**config.mk**
```make
export PLATFORM = sky130hd
export DESIGN_NAME = fetch_unit_mo_flat
export DESIGN_NICKNAME = d
export VERILOG_FILES = /design/src/rtl/fetch_unit_mo_pkg.sv /design/src/rtl/fetch_unit_mo_if.sv /design/src/rtl/fetch_unit_mo_fetch_fifo.sv /design/src/rtl/fetch_unit_mo.sv /design/src/flat_wrapper.sv
export SDC_FILE = /design/constraint.sdc
export NUM_CORES = 1
export LEC_CHECK = 0
export CAP_MARGIN = 10
export CORE_ASPECT_RATIO = 1.1
export CORE_UTILIZATION = 30
export DETAILED_ROUTE_END_ITERATION = 6
export SYNTH_ARGS = -nofsm -noshare
export SYNTH_HDL_FRONTEND = slang
export SYNTH_HIERARCHICAL = 1
export SYNTH_SLANG_ARGS = --single-unit
```
**constraint.sdc**
```tcl
create_clock -name clk -period 18.5 [get_ports clk]
set_input_delay 3.7 -clock clk [delete_from_list [all_inputs] [get_ports clk]]
set_output_delay 3.7 -clock clk [all_outputs]
set_load 0.01 [all_outputs]
```
**src/rtl/fetch_unit_mo_pkg.sv**
```systemverilog
// rtl/fetch_unit_mo_pkg.sv - shared widths, bus field offsets and packing helper for the fetch stage
// Purpose: holds the bus width macros used in port declarations plus the
//          field offsets of the fetch-to-decode bus and a packing function.
// Ports:   none (package).
`ifndef WIDTH_BR_BUS
`define WIDTH_BR_BUS 34
`endif
`ifndef WIDTH_FS_TO_DS_BUS
`define WIDTH_FS_TO_DS_BUS 65
`endif

package fetch_unit_mo_pkg;

    localparam int PC_LSB       = 0;
    localparam int INST_LSB     = 32;
    localparam int ADEF_BIT     = 64;
    localparam int BR_TAKEN_BIT = 32;
    localparam int BR_STALL_BIT = 33;

    localparam logic [1:0] SRAM_SIZE_WORD = 2'b10;

    function automatic logic [`WIDTH_FS_TO_DS_BUS-1:0] pack_fs_bus(
        input logic        adef,
        input logic [31:0] inst,
        input logic [31:0] pc
    );
        logic [`WIDTH_FS_TO_DS_BUS-1:0] bus;
        bus                        = '0;
        bus[ADEF_BIT]              = adef;
        bus[INST_LSB +: 32]        = inst;
        bus[PC_LSB +: 32]          = pc;
        return bus;
    endfunction

endpackage

```
**src/rtl/fetch_unit_mo_if.sv**
```systemverilog
// rtl/fetch_unit_mo_if.sv - instruction SRAM-like request/response bus
// Purpose: groups the inst_sram request and response signals.
// Modports: master (fetch stage drives req/addr, receives addr_ok/data_ok/rdata),
//           slave (memory side).
interface fetch_unit_mo_if;

    logic        inst_sram_req;
    logic        inst_sram_wr;
    logic [1:0]  inst_sram_size;
    logic [3:0]  inst_sram_wstrb;
    logic [31:0] inst_sram_addr;
    logic [31:0] inst_sram_wdata;
    logic        inst_sram_addr_ok;
    logic        inst_sram_data_ok;
    logic [31:0] inst_sram_rdata;

    modport master (
        output inst_sram_req, inst_sram_wr, inst_sram_size, inst_sram_wstrb,
               inst_sram_addr, inst_sram_wdata,
        input  inst_sram_addr_ok, inst_sram_data_ok, inst_sram_rdata
    );

    modport slave (
        input  inst_sram_req, inst_sram_wr, inst_sram_size, inst_sram_wstrb,
               inst_sram_addr, inst_sram_wdata,
        output inst_sram_addr_ok, inst_sram_data_ok, inst_sram_rdata
    );

endinterface

```
**src/rtl/fetch_unit_mo_fetch_fifo.sv**
```systemverilog
// rtl/fetch_unit_mo_fetch_fifo.sv - parametrised synchronous FIFO with clear
// Purpose: WIDTH x DEPTH FIFO; clear has priority over push/pop. Push while
//          full is accepted when a pop happens in the same cycle.
// Ports:   clk, reset (sync, active-high), clear, push/push_data,
//          pop/pop_data (head, valid when !empty), count, full, empty.
module fetch_fifo #(
    parameter  int WIDTH = 32,
    parameter  int DEPTH = 2,
    localparam int AW    = (DEPTH > 1) ? $clog2(DEPTH) : 1,
    localparam int CW    = $clog2(DEPTH + 1)
) (
    input  logic             clk,
    input  logic             reset,
    input  logic             clear,
    input  logic             push,
    input  logic [WIDTH-1:0] push_data,
    input  logic             pop,
    output logic [WIDTH-1:0] pop_data,
    output logic [CW-1:0]    count,
    output logic             full,
    output logic             empty
);

    logic [WIDTH-1:0] mem [DEPTH];
    logic [AW-1:0]    rd_ptr;
    logic [AW-1:0]    wr_ptr;
    logic             do_push;
    logic             do_pop;

    // DEPTH need not be a power of two, so pointers wrap explicitly.
    function automatic logic [AW-1:0] ptr_inc(input logic [AW-1:0] p);
        return (p == AW'(DEPTH - 1)) ? '0 : p + AW'(1);
    endfunction

    assign empty    = (count == '0);
    assign full     = (count == CW'(DEPTH));
    assign do_pop   = pop && !empty;
    assign do_push  = push && (!full || do_pop);
    assign pop_data = mem[rd_ptr];

    always_ff @(posedge clk) begin
        if (do_push && !clear) begin
            mem[wr_ptr] <= push_data;
        end
    end

    always_ff @(posedge clk) begin
        if (reset || clear) begin
            rd_ptr <= '0;
            wr_ptr <= '0;
            count  <= '0;
        end else begin
            if (do_push) begin
                wr_ptr <= ptr_inc(wr_ptr);
            end
            if (do_pop) begin
                rd_ptr <= ptr_inc(rd_ptr);
            end
            count <= count + CW'(do_push) - CW'(do_pop);
        end
    end

endmodule

```
**src/rtl/fetch_unit_mo.sv**
```systemverilog
// rtl/fetch_unit_mo.sv - multi-outstanding instruction fetch stage with instruction buffer
// Purpose: keeps up to MAX_OUTSTANDING fetches in flight, buffers returned
//          instructions in an IBUF_DEPTH-entry queue for ID, and discards
//          stale responses after a flush or branch redirect.
// Ports:   clk, reset (sync, active-high); flush/flush_pc from WB;
//          br_bus {br_stall, br_taken, br_target} from ID; ds_allow_in,
//          fs_to_ds_valid, fs_to_ds_bus {adef, inst, pc} to ID;
//          inst_sram (fetch_unit_mo_if.master) instruction bus.
// Option:  IBUF_BYPASS_EN - a response arriving with an empty buffer is
//          presented to ID in the same cycle as data_ok.
module fetch_unit_mo
    import fetch_unit_mo_pkg::*;
#(
    parameter int          MAX_OUTSTANDING = 2,
    parameter int          IBUF_DEPTH      = 4,
    parameter logic [31:0] RESET_PC        = 32'h1C000000
) (
    input  logic                           clk,
    input  logic                           reset,
    input  logic                           flush,
    input  logic [31:0]                    flush_pc,
    input  logic [`WIDTH_BR_BUS-1:0]       br_bus,
    input  logic                           ds_allow_in,
    output logic                           fs_to_ds_valid,
    output logic [`WIDTH_FS_TO_DS_BUS-1:0] fs_to_ds_bus,
    fetch_unit_mo_if.master                inst_sram
);

    localparam int OCW = $clog2(MAX_OUTSTANDING + 1);
    localparam int ICW = $clog2(IBUF_DEPTH + 1);
    localparam int DCW = 8;

    logic        br_stall;
    logic        br_taken;
    logic [31:0] br_target;
    logic        redirect;
    logic        kill;
    logic [31:0] kill_pc;

    logic [31:0]    fetch_pc;
    logic           halted;
    logic [DCW-1:0] discard_cnt;

    logic [OCW-1:0] out_cnt;
    logic [31:0]    pc_head;
    logic           pc_full;
    logic           pc_empty;

    logic [`WIDTH_FS_TO_DS_BUS-1:0] ibuf_head;
    logic [`WIDTH_FS_TO_DS_BUS-1:0] ibuf_wdata;
    logic [`WIDTH_FS_TO_DS_BUS-1:0] resp_entry;
    logic [ICW-1:0] ibuf_count;
    logic           ibuf_full;
    logic           ibuf_empty;
    logic           ibuf_push;
    logic           ibuf_pop;

    logic misaligned;
    logic has_slot;
    logic req;
    logic accept;
    logic data_ok;
    logic resp_drop;
    logic resp_live;
    logic adef_push;

    assign br_stall  = br_bus[BR_STALL_BIT];
    assign br_taken  = br_bus[BR_TAKEN_BIT];
    assign br_target = br_bus[31:0];
    assign redirect  = br_taken && !flush;
    assign kill      = flush || redirect;
    assign kill_pc   = flush ? flush_pc : br_target;

    assign data_ok   = inst_sram.inst_sram_data_ok;
    assign misaligned = (fetch_pc[1:0] != 2'b00);

    // Reserving a buffer slot for every live outstanding request means
    // data_ok never needs backpressure. The pc FIFO count is out_cnt.
    assign has_slot  = (int'(out_cnt) + int'(ibuf_count)) < IBUF_DEPTH;
    assign req       = !reset && !kill && !br_stall && !halted && !misaligned
                       && !pc_full && has_slot;
    assign accept    = req && inst_sram.inst_sram_addr_ok;

    // Stale responses are the oldest in flight, so they are consumed first
    // and never touch the pc FIFO (it was cleared when they were killed).
    assign resp_drop = data_ok && (discard_cnt != '0);
    assign resp_live = data_ok && (discard_cnt == '0);

    // A misaligned pc is reported once in order, after older fetches drained.
    assign adef_push = !reset && !kill && !halted && misaligned && pc_empty && !ibuf_full;

    assign resp_entry = pack_fs_bus(1'b0, inst_sram.inst_sram_rdata, pc_head);
    assign ibuf_wdata = adef_push ? pack_fs_bus(1'b1, 32'h0, fetch_pc) : resp_entry;
    assign ibuf_pop   = !ibuf_empty && ds_allow_in;

`ifdef IBUF_BYPASS_EN
    logic bypass;
    assign bypass         = ibuf_empty && resp_live;
    assign fs_to_ds_valid = !reset && (!ibuf_empty || bypass);
    assign fs_to_ds_bus   = ibuf_empty ? resp_entry : ibuf_head;
    assign ibuf_push      = adef_push || (resp_live && !(bypass && ds_allow_in));
`else
    assign fs_to_ds_valid = !reset && !ibuf_empty;
    assign fs_to_ds_bus   = ibuf_head;
    assign ibuf_push      = adef_push || resp_live;
`endif

    assign inst_sram.inst_sram_req   = req;
    assign inst_sram.inst_sram_wr    = 1'b0;
    assign inst_sram.inst_sram_size  = SRAM_SIZE_WORD;
    assign inst_sram.inst_sram_wstrb = 4'h0;
    assign inst_sram.inst_sram_addr  = fetch_pc;
    assign inst_sram.inst_sram_wdata = 32'h0;

    fetch_fifo #(
        .WIDTH (32),
        .DEPTH (MAX_OUTSTANDING)
    ) u_pc_fifo (
        .clk       (clk),
        .reset     (reset),
        .clear     (kill),
        .push      (accept),
        .push_data (fetch_pc),
        .pop       (resp_live),
        .pop_data  (pc_head),
        .count     (out_cnt),
        .full      (pc_full),
        .empty     (pc_empty)
    );

    fetch_fifo #(
        .WIDTH (`WIDTH_FS_TO_DS_BUS),
        .DEPTH (IBUF_DEPTH)
    ) u_ibuf (
        .clk       (clk),
        .reset     (reset),
        .clear     (kill),
        .push      (ibuf_push),
        .push_data (ibuf_wdata),
        .pop       (ibuf_pop),
        .pop_data  (ibuf_head),
        .count     (ibuf_count),
        .full      (ibuf_full),
        .empty     (ibuf_empty)
    );

    always_ff @(posedge clk) begin
        if (reset) begin
            fetch_pc    <= RESET_PC;
            halted      <= 1'b0;
            discard_cnt <= '0;
        end else if (kill) begin
            // Everything still in flight, minus whatever returns this cycle,
            // becomes stale.
            fetch_pc    <= kill_pc;
            halted      <= 1'b0;
            discard_cnt <= discard_cnt + DCW'(out_cnt) - DCW'(data_ok);
        end else begin
            if (accept) begin
                fetch_pc <= fetch_pc + 32'd4;
            end
            if (adef_push) begin
                halted <= 1'b1;
            end
            if (resp_drop) begin
                discard_cnt <= discard_cnt - DCW'(1);
            end
        end
    end

    always_ff @(posedge clk) begin
        if (!reset && data_ok) begin
            assert (!pc_empty || discard_cnt != '0);
        end
    end

endmodule
```
**src/flat_wrapper.sv**
```systemverilog
// flat-port wrapper written by rule: the top's interface ports become plain ports
module fetch_unit_mo_flat import fetch_unit_mo_pkg::*;
#(
    parameter int          MAX_OUTSTANDING = 2,
    parameter int          IBUF_DEPTH      = 4,
    parameter logic [31:0] RESET_PC        = 32'h1C000000
)
  (clk, reset, flush, flush_pc, br_bus, ds_allow_in, fs_to_ds_valid, fs_to_ds_bus, inst_sram_inst_sram_req, inst_sram_inst_sram_wr, inst_sram_inst_sram_size, inst_sram_inst_sram_wstrb, inst_sram_inst_sram_addr, inst_sram_inst_sram_wdata, inst_sram_inst_sram_addr_ok, inst_sram_inst_sram_data_ok, inst_sram_inst_sram_rdata);
  fetch_unit_mo_if inst_sram_i ();
  input  logic clk;
  input  logic reset;
  input  logic flush;
  input  logic [31:0] flush_pc;
  input  logic [`WIDTH_BR_BUS-1:0] br_bus;
  input  logic ds_allow_in;
  output logic fs_to_ds_valid;
  output logic [`WIDTH_FS_TO_DS_BUS-1:0] fs_to_ds_bus;
  output wire logic [$bits(inst_sram_i.inst_sram_req)-1:0] inst_sram_inst_sram_req;
  output wire logic [$bits(inst_sram_i.inst_sram_wr)-1:0] inst_sram_inst_sram_wr;
  output wire logic [$bits(inst_sram_i.inst_sram_size)-1:0] inst_sram_inst_sram_size;
  output wire logic [$bits(inst_sram_i.inst_sram_wstrb)-1:0] inst_sram_inst_sram_wstrb;
  output wire logic [$bits(inst_sram_i.inst_sram_addr)-1:0] inst_sram_inst_sram_addr;
  output wire logic [$bits(inst_sram_i.inst_sram_wdata)-1:0] inst_sram_inst_sram_wdata;
  input wire logic [$bits(inst_sram_i.inst_sram_addr_ok)-1:0] inst_sram_inst_sram_addr_ok;
  input wire logic [$bits(inst_sram_i.inst_sram_data_ok)-1:0] inst_sram_inst_sram_data_ok;
  input wire logic [$bits(inst_sram_i.inst_sram_rdata)-1:0] inst_sram_inst_sram_rdata;
  assign inst_sram_inst_sram_req = inst_sram_i.inst_sram_req;
  assign inst_sram_inst_sram_wr = inst_sram_i.inst_sram_wr;
  assign inst_sram_inst_sram_size = inst_sram_i.inst_sram_size;
  assign inst_sram_inst_sram_wstrb = inst_sram_i.inst_sram_wstrb;
  assign inst_sram_inst_sram_addr = inst_sram_i.inst_sram_addr;
  assign inst_sram_inst_sram_wdata = inst_sram_i.inst_sram_wdata;
  assign inst_sram_i.inst_sram_addr_ok = inst_sram_inst_sram_addr_ok;
  assign inst_sram_i.inst_sram_data_ok = inst_sram_inst_sram_data_ok;
  assign inst_sram_i.inst_sram_rdata = inst_sram_inst_sram_rdata;
  fetch_unit_mo #(.MAX_OUTSTANDING(MAX_OUTSTANDING), .IBUF_DEPTH(IBUF_DEPTH), .RESET_PC(RESET_PC)) u_core (.clk(clk), .reset(reset), .flush(flush), .flush_pc(flush_pc), .br_bus(br_bus), .ds_allow_in(ds_allow_in), .fs_to_ds_valid(fs_to_ds_valid), .fs_to_ds_bus(fs_to_ds_bus), .inst_sram(inst_sram_i));
endmodule
```
==> results of run 1 <==
cell families (layout without fill, tap and decap cells):
| group | after synthesis | after routing | synth area share |
|---|---|---|---|
| flops | 379 | 379 | 0.654 |
| xor+xnor | 24 | 24 | 0.0127 |
| buf+inv | 129 | 327 | 0.0420 |
| fa+ha+maj | 29 | 29 | 0.0228 |
| other cells | 2 | 39 | 0.000454 |
| mux | 137 | 137 | 0.137 |
| compound gates | 131 | 131 | 0.0514 |
| simple gates | 235 | 235 | 0.0797 |
layer usage:
metal,vias to the layer above,share of wire
met5,-,0
met4,0,0.024
met3,55,0.062
met2,360,0.49
met1,4992,0.42
li1,4463,-
cells in the final DEF, fill, tap and decap left out, types with 16 or more instances in the layout:
| cell | count |
|---|---|
| nand3_1 | 17 |
| dfxtp_1 | 53 |
| conb_1 | 39 |
| o21ai_0 | 22 |
| xnor2_1 | 20 |
| nor3_1 | 16 |
| buf_4 | 19 |
| clkdlybuf4s50_1 | 199 |
| a21oi_1 | 38 |
| nand2_1 | 41 |
| mux4_2 | 65 |
| mux2_2 | 62 |
| ha_1 | 27 |
| inv_1 | 35 |
| nor2b_1 | 37 |
| a211oi_1 | 19 |
| edfxtp_1 | 324 |
| nor2_1 | 36 |
| clkbuf_16 | 41 |
final cells by class:
class | instances | area (um^2) | share of cell area
Clock buffer | 47 | 1050 | 0.0509
Clock inverter | 23 | 318 | 0.0154
Inverter | 36 | 135 | 0.00656
Multi-Input combinational cell | 595 | 5210 | 0.253
Sequential cell | 379 | 10800 | 0.526
Tap cell | 728 | 911 | 0.0442
Timing Repair Buffer | 221 | 2150 | 0.104
state kept, by name, indices dropped and copies added, names as in the netlist, 2 cells and up, named ones only:
signal                           cells
u_core/discard_cnt                   8
u_core/inst_sram.inst_sram_addr     32
u_core/u_ibuf/count                  3
u_core/u_ibuf/mem                  260
u_core/u_ibuf/rd_ptr                 2
u_core/u_ibuf/wr_ptr                 2
u_core/u_pc_fifo/count               2
u_core/u_pc_fifo/mem                64
path summary, 6_finish.rpt:
check / start / endpoint / slack, ns / depth (start not counted)
worst min register to register: u_core/u_pc_fifo/wr_ptr / u_core/u_pc_fifo/wr_ptr / 0.51 / 2
worst min-delay path: u_core/u_pc_fifo/wr_ptr / u_core/u_pc_fifo/wr_ptr / 0.51 / 2
worst max-delay path: reset / inst_sram_inst_sram_req / 9.07 / 6
worst max register to register: u_core/inst_sram.inst_sram_addr[0] / u_core/u_ibuf/mem[1][43] / 14.62 / 8
tightest hold or removal path: cells and delay by family, from the launching register on:
family	cells	cell delay (ns)
flops	1	0.33
simple gates	1	0.06
mux	1	0.06
power groups by stage:
stage	Clock [mW]	Combinational, mW	Sequential, mW
finish	0.844	0.206	0.961
floorplan	0	0.131	0.974
detailed placement	0	0.205	0.979
global route	0.899	0.225	0.963
CTS	0.866	0.206	0.961
global placement	0	0.200	0.979
==> out/qor.yml, run 1 <==
clock_network:
  worstSkewPairLatency_ns: 0.55
  post_cts_buffers: 0
  clock_sinks: 379
  post_cts_resize_count: 0
  clk_pin_slew_ns: 0.06
  ctsHoldBuffers: 0
  cts_tree: "yes"
  root_buffer: "clkbuf_16"
  htree_levels: 2
  clockBufferDepth: 3
  cts_buffers: 40
yosys:
  ys_warn_count: 6
  ys_seq_area_frac: 0.654
  ys_top_cells_by_area: "edfxtp_1 59%, mux4_2 8.8%, dfxtp_1 6.7%"
  synth_edf_count: 324
  netlist_area_um2: 16600
  ys_types: 66
  async_flop_share: 0
  avgSynthCellArea_um2: 15.5
  yosys_register_bits: 379
  synth_common_cells: "324 x edfxtp_1, 65 x mux4_2, 62 x mux2_2, 55 x dfxtp_1, 41 x nand2_1"
  synth_top_area_frac: 0.588
  synth_ff_type: "edfxtp_1"
  synth_top_area_cell: "edfxtp_1"
  synthCells: 1066
  synth.most_common_cell: "edfxtp_1"
sta:
  clock_skew_ns: 0.0164
  fin_crit_sh: 0.510
  maxSlewHeadroom: 0.260
  final_max_slew_viol_count: 0
  post-route-min-period_ns: 9.43
  finalHoldViolCount: 0
  timing.hold.ws_ns: 0.507
  rsz0062_at_grt: "no"
  fmax_mhz: 106
  setup_viol: 0
  setup_ws_ns: 9.07
  tightest_slew_ns: 1.11
  fin_setup_tns_ns: 0
placed_design:
  portBuffers: 202
  place_area_um2: 19200
  dp_hpwl_um: 26100
  gp_congestion: 0.819
  place_inst: 1959
  pre_cts_ws_ns: 9.13
grt:
  grt.busiest_layer: "met2"
  antenna_found_initial: 0
  grtUsageMet3: 0.0278
  grt_pass1_wl_um: 61900
  grt_start_max_net_pins: 70
  overflow: 0
  track_usage: 0.149
  grt_use_met1: 0.194
  gr-usage-met2: 0.252
  grt_pass1_vias: 9945
power_and_ir_drop:
  powerDensity_nw_per_um2: 97.6
  clockPowerShare: 0.420
  power_switching_mw: 0.457
  p_sw_frac: 0.227
  power.leakage_nw: 6.67
  sequentialPowerShare: 0.478
  power_mw: 2.01
  pwr-share-comb: 0.102
  intPower_mw: 1.55
  peakVddDrop_uv: 63.6
cells_and_area:
  n_antenna_cell: 0
  fillers: 5126
  area_delta_synth_final_pct: 24.5
  layout.nets: 1406
  fin_util: 0.381
  drive_gt1_frac: 0.179
  finalInstanceArea_um2: 20600
  final_cells: 2029
detailed_routing:
  avgViaCountPerCell: 4.86
  dr.pass1.iters: 5
  wl_um: 41400
  post-route-drc-count: 0
  routed-via-count: 9870
  final_antenna_net_count: 0
  routedWlPerCell_um: 20.4
  drt_iter0_markers: 887
outcome:
  status: "complete, no violations"
setup_path:
  slowest_delay_ns: 0.61
  critPathKind: "in2out"
  cp-start-kind: "input pin"
  path_buf_inv: 4
  endpoint_kind: "primary output"
  cpLargestDelayFamily: "buffers and inverters"
  path_max_fanout: 45
  worstPathCellList: "buf_2 -> buf_4 -> inv_1 -> nand2_1 -> nor4b_1 -> clkdlybuf4s50_1"
  required_ns: 14.80
  crit_path_top_delay_cell: "clkdlybuf4s50_1"
  arrival_ns: 5.73
floorplan:
  core_um2: 54100
  dieArea_um2: 56100
  row_count: 89
  die_h_um: 248
  io_pins: 242
  start_util: 0.306
  die_w_um: 226
hold_path:
  hold_class: "reg2reg"
run:
  cap_violations: 0
Note: power is estimated with default switching activity, not from simulation.
==> run 2, diff against run 1 <==
clock period = 8 ns   (was 18.5 ns; I/O delays follow)
==> run 2 against run 1 <==
Compared with the run above: combinational power is 130% higher; final cell count barely moved; critical path depth did not move; core utilization decreased by 0.085 points; sequential share of layout area is 0.12 points higher; total power rose by 130%; largest power group unchanged.
==> out/qor.yml, run 2 (same netlist as run 1, synthesis figures left out) <==
outcome:
  status: "complete, no violations"
grt:
  grt_pass1_wl_um: 61700  # -0.28%
  antenna_found_initial: 1  # +1
  grt_start_max_net_pins: 69  # -1.4%
  track_usage: 0.149  # -0.000494
  overflow: 0  # unchanged
  grt_pass1_vias: 9734  # -2.1%
setup_path:
  required_ns: 6.40  # -8.40 ns
  cp-start-kind: "input pin"
  crit_path_top_delay_cell: "clkdlybuf4s50_1"
  endpoint_kind: "primary output"
  arrival_ns: 3.49  # -2.24 ns
  slowest_delay_ns: 0.61  # about the same
  critPathKind: "in2out"
  path_max_fanout: 45  # unchanged
  worstPathCellList: "buf_2 -> buf_4 -> inv_1 -> nand2_1 -> nor4b_1 -> clkdlybuf4s50_1"
power_and_ir_drop:
  power.leakage_nw: 6.63  # -0.54%
  powerDensity_nw_per_um2: 223  # +130%
  peakVddDrop_uv: 124  # +95%
clock_network:
  post_cts_buffers: 0  # unchanged
  cts_tree: "yes"
  worstSkewPairLatency_ns: 0.55  # about the same
  clockBufferDepth: 3  # unchanged
  clock_sinks: 379  # unchanged
  post_cts_resize_count: 0  # unchanged
  clk_pin_slew_ns: 0.06  # about the same
  ctsHoldBuffers: 0  # unchanged
  root_buffer: "clkbuf_16"
  cts_buffers: 40  # unchanged
  htree_levels: 2  # unchanged
detailed_routing:
  final_antenna_net_count: 0  # unchanged
  wl_um: 41900  # +1.2%
  dr.pass1.iters: 5  # unchanged
  routed-via-count: 9863  # -0.071%
  routedWlPerCell_um: 20.7  # +1.2%
  drt_iter0_markers: 700  # -21%
  post-route-drc-count: 0  # unchanged
  avgViaCountPerCell: 4.86  # about the same
cells_and_area:
  layout.nets: 1403  # -0.21%
  fillers: 5133  # +0.14%
  drive_gt1_frac: 0.175  # -0.00448
  top_register: "u_core/u_ibuf/mem"
  area_delta_synth_final_pct: 24.2
  final_common_cell: "edfxtp_1"
  fin_util: 0.380  # -0.000855
  largest_reg_flops: 260  # unchanged
  mostFrequentLayoutCells: "324 x edfxtp_1, 199 x clkdlybuf4s50_1, 65 x mux4_2"
  n_antenna_cell: 0  # unchanged
sta:
  rsz0062_at_grt: "no"
  setup_viol: 0  # unchanged
  post-route-min-period_ns: 5.09
  finalHoldViolCount: 0  # unchanged
  clock_skew_ns: 0.0160  # -0.000466 ns
  fin_setup_tns_ns: 0  # unchanged
  fmax_mhz: 197
  fin_crit_sh: 0.636
  tightest_slew_ns: 1.12  # +0.0128 ns
  maxSlewHeadroom: 0.252  # -0.00851
  final_max_slew_viol_count: 0  # unchanged
floorplan:
  io_pins: 242  # unchanged
  start_util: 0.306  # unchanged
  dieArea_um2: 56100  # unchanged
  die_h_um: 248  # unchanged
  die_w_um: 226  # unchanged
  core_um2: 54100  # unchanged
  row_count: 89  # unchanged
run:
  cap_violations: 0  # unchanged
placed_design:
  gp_congestion: 0.840  # +2.5%
  portBuffers: 202  # unchanged
  dp_hpwl_um: 27400  # +5.0%
hold_path:
  hold_class: "reg2reg"
[run 2: path summary, 6_finish.rpt]
path                                           startpoint                          end  slack [ns]  depth (start not counted)
worst min register to register    u_core/u_ibuf/rd_ptr[1]                    flip-flop        0.50                          2
worst max register to register  u_core/u_pc_fifo/count[0]  u_core/u_pc_fifo/mem[0][15]        4.73                          9
worst min-delay path              u_core/u_ibuf/rd_ptr[1]                    flip-flop        0.50                          2
worst max-delay path                                reset      inst_sram_inst_sram_req        2.91                          6
[run 2: critical path: cells and delay by family]
kind                   cells  cell delay, ns
buffers and inverters      4            1.29
AND/OR/NAND/NOR            2            0.57
[run 2: stage by stage]
| stage | setup slack [ns] | cells | hold slack, ns | total power [mW] | cell area (um^2) |
|---|---|---|---|---|---|
| finish | 2.91 | 2028 | 0.505 | 4.58 | 20600 |
| floorplan | -0.250 | 1103 | 0.456 | 2.56 | 16700 |
| global route | 2.77 | 2028 | 0.524 | 4.76 | 20600 |
| detailed placement | 2.80 | 1956 | 0.495 | 2.74 | 19200 |
| global placement | 2.94 | 1956 | 0.475 | 2.73 | 19200 |
| CTS | 2.91 | 2028 | 0.501 | 4.64 | 20600 |
[run 2: area by class of cell]
type	instances	area, um^2	share of cell area
Sequential cell	379	10800	0.527
Multi-Input combinational cell	595	5210	0.253
Timing Repair Buffer	218	2140	0.104
Clock buffer	50	1060	0.0515
Tap cell	728	911	0.0443
Clock inverter	22	270	0.0131
Inverter	36	135	0.00657
[run 2: per-layer routing]
layer / global-route usage / up-vias / share of wire
met1: 0.193 / 4963 / 0.42
li1: - / 4473 / -
met5: 0 / - / 0.00031
met4: 0.0452 / 2 / 0.021
met3: 0.0248 / 56 / 0.061
met2: 0.254 / 369 / 0.50
[run 2: power by group]
part / total (mW) / leakage [nW] / switching [mW] / internal [mW]
clock network: 1.88 / 0.642 / 0.768 / 1.11
registers: 2.22 / 3.36 / 0.0487 / 2.18
logic: 0.474 / 2.63 / 0.252 / 0.223
==> run 3, diff against run 2 <==
clock period = 4.5 ns   (was 8 ns; I/O delays follow)
==> run 3 against run 2 <==
Compared with the run above: via count fell by 2.0%; global-route usage fell by 0.21 points; final cell count rose by 0.49%; count of clock-buffer cells in the layout rose by 2; die area did not move; final area rose by 1.0%; largest cell class unchanged; largest power group unchanged.
==> out/qor.yml, run 3 (same netlist as run 1, synthesis figures left out) <==
cells_and_area:
  mostFrequentLayoutCells: "324 x edfxtp_1, 200 x clkdlybuf4s50_1, 65 x mux4_2"
  final_cells: 2038  # +0.49%
  largest_reg_flops: 260  # unchanged
  top_register: "u_core/u_ibuf/mem"
  n_antenna_cell: 0  # unchanged
  final_common_cell: "edfxtp_1"
  layout.nets: 1411  # +0.57%
  multi_input_area_um2: 5250  # +0.72%
  finalInstanceArea_um2: 20800  # +1.0%
  seq_area_um2: 10800  # unchanged
  fillers: 5135  # +0.039%
  drive_gt1_frac: 0.179  # +0.00477
  area_delta_synth_final_pct: 25.5
detailed_routing:
  final_antenna_net_count: 0  # unchanged
  drt_iter0_markers: 610  # -13%
  routed-via-count: 9662  # -2.0%
  wl_um: 40800  # -2.7%
  dr.pass1.iters: 5  # unchanged
  avgViaCountPerCell: 4.74  # -2.5%
  routedWlPerCell_um: 20.0  # -3.2%
  post-route-drc-count: 0  # unchanged
floorplan:
  die_w_um: 226  # unchanged
  core_um2: 54100  # unchanged
  dieArea_um2: 56100  # unchanged
  start_util: 0.306  # unchanged
  die_h_um: 248  # unchanged
  io_pins: 242  # unchanged
  row_count: 89  # unchanged
hold_path:
  hold_class: "reg2reg"
  hp-start: "u_core/u_ibuf/wr_ptr[1]"
  holdPathEnd: "u_core/u_ibuf/wr_ptr[1]"
  whs_path_depth: 2  # unchanged
grt:
  grt_pass1_vias: 9900  # +1.7%
  grt_start_max_net_pins: 69  # unchanged
  grt_pass1_wl_um: 60900  # -1.2%
  grt.busiest_layer: "met2"
  grt_use_met1: 0.189  # -0.00379
  grtUsageMet3: 0.0357  # +0.0110
  antenna_found_initial: 0  # -1
  track_usage: 0.146  # -0.00214
  overflow: 0  # unchanged
  gr-usage-met2: 0.245  # -0.00905
power_and_ir_drop:
  sequentialPowerShare: 0.476  # -0.010
  peakVddDrop_uv: 203  # +64%
  clockPowerShare: 0.425  # +0.014
  powerDensity_nw_per_um2: 400  # +80%
  pwr-share-comb: 0.100  # -0.004
  power_switching_mw: 1.87  # +75%
  power.leakage_nw: 6.77  # +2.1%
  intPower_mw: 6.44  # +84%
  p_sw_frac: 0.225  # -0.00848
clock_network:
  cts_buffers: 42  # +5.0%
  worstSkewPairLatency_ns: 0.55  # about the same
  root_buffer: "clkbuf_16"
  clock_sinks: 379  # unchanged
  ctsHoldBuffers: 0  # unchanged
  htree_levels: 2  # unchanged
  post_cts_buffers: 0  # unchanged
  cts_tree: "yes"
  clk_pin_slew_ns: 0.06  # about the same
  clockBufferDepth: 3  # unchanged
  post_cts_resize_count: 0  # unchanged
sta:
  rsz0062_at_grt: "no"
  final_max_slew_viol_count: 0  # unchanged
  tightest_slew_ns: 1.02  # -0.0976 ns
  fin_crit_sh: 0.829
  setup_ws_ns: 0.770  # -2.14 ns
  timing.hold.ws_ns: 0.511  # +0.00670 ns
  setup_viol: 0  # unchanged
  clock_skew_ns: 0.0185  # +0.00250 ns
  fmax_mhz: 268
  post-route-min-period_ns: 3.73
  fin_setup_tns_ns: 0  # unchanged
  finalHoldViolCount: 0  # unchanged
  maxSlewHeadroom: 0.317  # +0.0651
placed_design:
  gp_congestion: 0.765  # -8.8%
  place_area_um2: 19400  # +0.65%
  pre_cts_ws_ns: 0.741  # -2.06 ns
  dp_hpwl_um: 26000  # -5.3%
  portBuffers: 202  # unchanged
  place_inst: 1962  # +0.31%
setup_path:
  cpLargestDelayFamily: "buffers and inverters"
  reg2reg_slack_ns: 1.48  # -3.25 ns
  cp-start-kind: "flip-flop"
  worstReg2RegEnd: "u_core/u_pc_fifo/mem[1][4]"
  crit_path_top_delay_cell: "dfxtp_4"
  critPathKind: "reg2out"
  endpoint_kind: "primary output"
  arrival_ns: 2.83  # -0.66 ns
  r2r_cells: 8  # -1
  slowest_delay_ns: 0.77  # +0.16 ns
  path_buf_inv: 2  # -2
  path_max_fanout: 29  # -36%
  required_ns: 3.60  # -2.80 ns
  worstPathCellList: "buf_12 -> mux4_2 -> clkdlybuf4s50_1"
  rr_startpoint: "u_core/u_pc_fifo/count[0]"
outcome:
  status: "complete, no violations"
run:
  cap_violations: 0  # unchanged
run 3: cell types whose count changed in the layout (fill, tap and decap cells not counted), moves of 2 or more:
cell / change
nor3b_2: -5
nor3b_4: +5
buf_12: +3
buf_4: +3
bufinv_16: +3
clkinv_2: +3
inv_16: -2
inv_6: -2
run 3: through the flow:
stage	power [mW]	utilization
6_report	8.31	0.384
5_1_grt	8.65	0.384
4_1_cts	8.44	0.384
3_5_place_dp	4.86	0.358
3_3_place_gp	4.85	0.358
2_1_floorplan	4.54	-
run 3: area by class of cell:
cell class / count / share of cell area
Timing Repair Buffer: 224 / 0.107
Multi-Input combinational cell: 595 / 0.252
Inverter: 36 / 0.00650
Clock inverter: 24 / 0.0158
Tap cell: 728 / 0.0438
Sequential cell: 379 / 0.522
Clock buffer: 52 / 0.0524
run 3: how the worst max path moves through the flow:
stage              start                          end  slack, ns  cells after the start
2_1_floorplan      flush      u_core/u_ibuf/mem[0][0]      -0.76                      7
3_3_place_gp       reset  u_core/u_pc_fifo/mem[1][19]       0.76                      7
3_5_place_dp       reset  u_core/u_pc_fifo/mem[1][19]       0.74                      7
4_1_cts        flip-flop             fs_to_ds_bus[15]       0.63                      3
5_1_grt        flip-flop             fs_to_ds_bus[15]       0.56                      3
6_report       flip-flop             fs_to_ds_bus[15]       0.77                      3
run 3: metal layers:
metal	up-vias	part of all wire
met5	-	0
met4	0	0.020
met3	57	0.063
met2	311	0.48
met1	4801	0.44
li1	4493	-
run 3: power groups by stage:
stage	combinational [mW]	sequential, mW	clock [mW]
3_3_place_gp	0.825	4.03	0
6_report	0.828	3.96	3.53
2_1_floorplan	0.542	4.00	0
4_1_cts	0.841	3.96	3.64
3_5_place_dp	0.833	4.03	0
5_1_grt	0.918	3.97	3.76
run 3: worst reg2reg max path, cell delays in order (launching register included):
cell and delay, ns:
dfxtp_1 0.47, nand2b_1 0.18, inv_1 0.07, nor4_2 0.33
nand4_1 0.19, nor2_1 0.36, o21ai_0 0.37, nor3b_4 0.24
buf_4 0.43
